## config.mk

```make
export PLATFORM = sky130hd
export DESIGN_NAME = if_stage
export DESIGN_NICKNAME = d
export VERILOG_FILES = /design/src/rtl/if_stage.sv
export SDC_FILE = /design/constraint.sdc
export NUM_CORES = 1
export LEC_CHECK = 0
export ABC_AREA = 1
export CORE_AREA = 8 8 180 165
export CTS_CLUSTER_SIZE = 25
export DETAILED_ROUTE_END_ITERATION = 12
export DIE_AREA = 0 0 188 173
export PLACE_DENSITY = 0.85
export SETUP_SLACK_MARGIN = 0.4
export SLEW_MARGIN = 20
export SYNTH_ARGS = -nofsm -noshare
export SYNTH_HDL_FRONTEND = slang
export SYNTH_SLANG_ARGS = --single-unit
```

## constraint.sdc

```tcl
create_clock -name clock -period 2.7 [get_ports clock]
set_input_delay 0.675 -clock clock [delete_from_list [all_inputs] [get_ports clock]]
set_output_delay 0.675 -clock clock [all_outputs]
set_load 0.01 [all_outputs]
```

## src/rtl/if_stage.sv

```systemverilog
// if_stage: instruction fetch with FETCH/HOLD/DISCARD control, a one-entry skid buffer and the IF/ID register.
// Define IFID_NOP_FILL_EN to fill squashed IF/ID slots with the ARMv8 NOP instead of zero.
module if_stage (
    input  logic        clock,
    input  logic        reset,
    input  logic        stall,
    input  logic        redirect,
    input  logic [63:0] branch_target,
    output logic        imem_req,
    output logic [63:0] imem_addr,
    input  logic [31:0] imem_data,
    input  logic        imem_valid,
    output logic        ifid_valid,
    output logic [63:0] ifid_pc,
    output logic [31:0] ifid_instr,
    output logic [10:0] ifid_opcode
);
`ifdef IFID_NOP_FILL_EN
    localparam logic [31:0] FILL = 32'hD503201F;
`else
    localparam logic [31:0] FILL = 32'h0000_0000;
`endif
    typedef enum logic [1:0] {FETCH, HOLD, DISCARD} state_t;
    state_t      r_state;
    logic [63:0] r_pc;
    logic [63:0] r_disc_addr;
    logic [63:0] r_skid_pc;
    logic [31:0] r_skid_instr;
    logic [63:0] w_pc_inc;
    logic [63:0] w_target;
    assign w_pc_inc    = r_pc + 64'd4;
    assign w_target    = branch_target & ~64'd3;
    // DISCARD keeps presenting the abandoned request until memory answers it
    assign imem_req    = r_state != HOLD;
    assign imem_addr   = r_state == DISCARD ? r_disc_addr : r_pc;
    assign ifid_opcode = ifid_instr[31:21];
    always_ff @(posedge clock) begin
        if (reset) begin
            r_state      <= FETCH;
            r_pc         <= 64'd0;
            r_disc_addr  <= 64'd0;
            r_skid_pc    <= 64'd0;
            r_skid_instr <= 32'd0;
            ifid_valid   <= 1'b0;
            ifid_pc      <= 64'd0;
            ifid_instr   <= FILL;
        end else if (redirect) begin
            r_pc       <= w_target;
            ifid_valid <= 1'b0;
            ifid_instr <= FILL;
            r_state    <= (imem_valid || r_state == HOLD) ? FETCH : DISCARD;
            if (r_state == FETCH)
                r_disc_addr <= r_pc;
        end else begin
            case (r_state)
                FETCH: begin
                    if (imem_valid && stall) begin
                        r_skid_pc    <= r_pc;
                        r_skid_instr <= imem_data;
                        r_pc         <= w_pc_inc;
                        r_state      <= HOLD;
                    end else if (imem_valid) begin
                        ifid_valid <= 1'b1;
                        ifid_pc    <= r_pc;
                        ifid_instr <= imem_data;
                        r_pc       <= w_pc_inc;
                    end else if (!stall) begin
                        ifid_valid <= 1'b0;
                    end
                end
                HOLD: begin
                    if (!stall) begin
                        ifid_valid <= 1'b1;
                        ifid_pc    <= r_skid_pc;
                        ifid_instr <= r_skid_instr;
                        r_state    <= FETCH;
                    end
                end
                DISCARD: begin
                    if (imem_valid)
                        r_state <= FETCH;
                end
                default: r_state <= FETCH;
            endcase
        end
    end
endmodule

```

==> impl_metrics.tcl <==
set metrics [dict create \
    grt_most_used_layer "met2" \
    synthArstFlopShare_pct 0 \
    cts_root_buffer "clkbuf_16" \
    timing.rr.start "r_state[1]" \
    synthToLayoutAreaGrowth_pct 29.5 \
    maxCapViolations 0 \
    cts_hold_buffers 0 \
    drt_iter0_markers 1811 \
    p_clk_share_pct 41.2 \
    crit_required_ns 2.03 \
    synth_cell_types 37 \
    comb_power_share_pct 13.7 \
    rsz0062_at_grt "true" \
    core-area_mm2 0.0266 \
    synth_area_per_cell_um2 6.77 \
    fin_crit_ns 2.53 \
    synth.area.top_cells "dfxtp_1 (42%), nand2_1 (13%), a21oi_1 (12%)" \
    clkSinkCount 315 \
    numPortBuffers 267 \
    crit_path_max_fanout 6 \
    layout-drive-gt1-share_pct 11.4 \
    netSwitchingFraction_pct 27.5 \
    p_sw_uw 3100 \
    path_class "flip-flop to output port" \
    via_count 16327 \
    finalHoldViolCount 0 \
    yosysWarnings 0 \
    grt_pass1_vias 15373 \
    antenna_found_initial 0 \
    start_kind "flip-flop" \
    dieArea_mm2 0.0325 \
    clockBufferDepth 3 \
    fin_nets 2511 \
    grt_use_met3_pct 6.28 \
    fin_util_pct 73.0 \
    total_power_uw 11300 \
    end_kind "output port" \
    synth_ff_type "dfxtp_1" \
    yosysMostFrequentCell "nand2_1" \
    syn_inst 2215 \
    fmax_mhz 396 \
    peakVddDrop_v 0.000589 \
    yosysTopAreaCell "dfxtp_1" \
    final_max_slew_viol_count 0 \
    tightest_slew_ns 1.04 \
    powerDensity_mw_per_mm2 579 \
    nFillCells 2080 \
    clkLatencyLatePin_ns 0.52 \
    drt-total-wl_mm 54.3 \
    avgRoutedWirePerCell_um 19.5 \
    clk_pin_slew_ns 0.06 \
    synth.top_cell.area_share_pct 42.1 \
    via_per_inst 5.86 \
    die_y_um 173 \
    ant_nets 0 \
    cp.arrival_ns 1.85 \
    cts_tree "done" \
    postPlaceCellArea_mm2 0.0177 \
    startpoint "r_state[0]" \
    gp_congestion 0.961 \
    ys_seq_area_share_pct 42.1 \
    place_ws_ns 0.149 \
    dr.pass1.iters 6 \
    synth-edff-count 0 \
    grt-ovfl-total 0 \
    final.setup.worst_slack_ns 0.172 \
    hp-class "flip-flop to flip-flop" \
    ios 274 \
    die_x_um 188 \
    seq_power_share_pct 45.0 \
    ys_ff_latch 315 \
    design_area_mm2 0.0194 \
    maxSlewHeadroom_pct 30.4 \
    fin_crit_sh_pct 93.6 \
    drc_errors 0 \
    setup_tns_ns 0 \
    antenna_cells 0 \
    htreeDepth 2 \
    use_met1_pct 41.3 \
    clock_skew_ns 0.0123 \
    initial_utilization_pct 56.4 \
    synth_common_cells "nand2_1 (538), a21oi_1 (362), dfxtp_1 (315), nor2_1 (244), nand3_1 (165)" \
    finalSetupViolCount 0 \
    intPower_uw 8150 \
    cts-buffers-inserted 35 \
    grt_max_degree 97 \
    groute.usage.overall_pct 31.2 \
    num_rows 57 \
    hpwl_mm 36.3 \
    status "finished clean" \
    power_leakage_uw 0.00723 \
    met2_usage_pct 50.2 \
    grt_pass1_wl_mm 83.6 \
    worstHoldStart "r_skid_instr[19]" \
    synth_area_mm2 0.0150 \
]
[sequential cells by signal, indices dropped and copies added (netlist names)]
name and cells:
r_state 2, r_skid_instr 32, r_skid_pc 62, ifid_pc 62
r_disc_addr 62, r_pc 62, ifid_instr 32, ifid_valid 1
[layout make-up]
cell class	count	area [um^2]	share of cell area, %
clock buffer	50	1020	5.27
clock inverter	12	86.3	0.445
inverter	132	503	2.59
multi-input combinational	1595	7690	39.6
sequential	315	6310	32.5
tap	354	443	2.28
timing repair buffer	330	3370	17.3
[path summary, 6_finish.rpt]
| kind | end | slack, ns | depth (start not counted) |
|---|---|---|---|
| hold reg to reg | r_skid_instr[19] | 0.46 | 2 |
| setup reg to reg | ifid_instr[26] | 0.52 | 8 |
| setup / recovery | imem_addr[5] | 0.17 | 8 |
| hold / removal | r_skid_instr[19] | 0.46 | 2 |
[cell usage in the layout, fill, tap and decap left out, types with 8 or more instances in the layout]
cell type        netlist  layout
buf_2                 28      31
clkdlybuf4s50_1        0     201
nand4_1               11      11
clkdlybuf4s15_2        0      14
inv_1                123     122
mux2_4                 0      12
buf_4                 37      35
o21ai_0              132     132
a21oi_2                1      18
nor2_4                 5      26
dfxtp_1              315     312
a31oi_1               56      56
clkbuf_16              0      37
buf_6                  6      19
nor2_2                 8      17
xor2_1                12      12
a21oi_1              362     343
buf_12                 0      17
nor2_1               244     214
o21ai_1                9       9
nand3_1              165     165
nor3_1                 9       8
nand2_1              538     536
[worst max-delay path: stages (launching register included)]
cell       delay, ns
dfxtp_4         0.36
inv_6           0.08
nand2_8         0.10
buf_12          0.17
buf_12          0.13
clkbuf_16       0.16
nor2_2          0.10
a21oi_1         0.06
buf_2           0.17
[power groups by stage]
stage	clock network, uW	logic (uW)	registers (uW)
after floorplan	0	805	5060
after global placement	0	1420	5130
after detailed placement	0	1440	5140
after CTS	4650	1480	5040
after global routing	4870	1660	5080
final	4640	1540	5070
[timing repair]
action / 4_1_cts / 5_1_grt
setup endpoints to repair: 63 / 70
gates cloned: 6 / 1
endpoints found under the hold margin: 0 / 0
buffers inserted: 16 / 1
gates resized for setup: 267 / 66
pin swaps: 4 / 2
[through the flow]
step,hold WS [ns],cells
2_1_floorplan,0.439,2218
3_3_place_gp,0.448,2702
3_5_place_dp,0.452,2702
4_1_cts,0.461,2786
5_1_grt,0.472,2788
6_report,0.461,2788
[cell families after synthesis]
kind of cell	after synthesis	share of synthesized area (%)
simple gates	992	27.2
compound gates	571	19.8
flops	315	42.1
buf+inv	310	9.23
xor+xnor	13	0.759
mux	12	0.901
fa+ha+maj	1	0.0834
other cells	1	0.0250
[layer usage]
layer	part of all wire (%)	wire length, um	up-vias
met4	3.2	1740	0
li1	-	-	7676
met2	46	24700	869
met3	9.6	5230	115
met5	0	0	-
met1	42	22600	7667
Note: power is estimated with default switching activity, not from simulation.
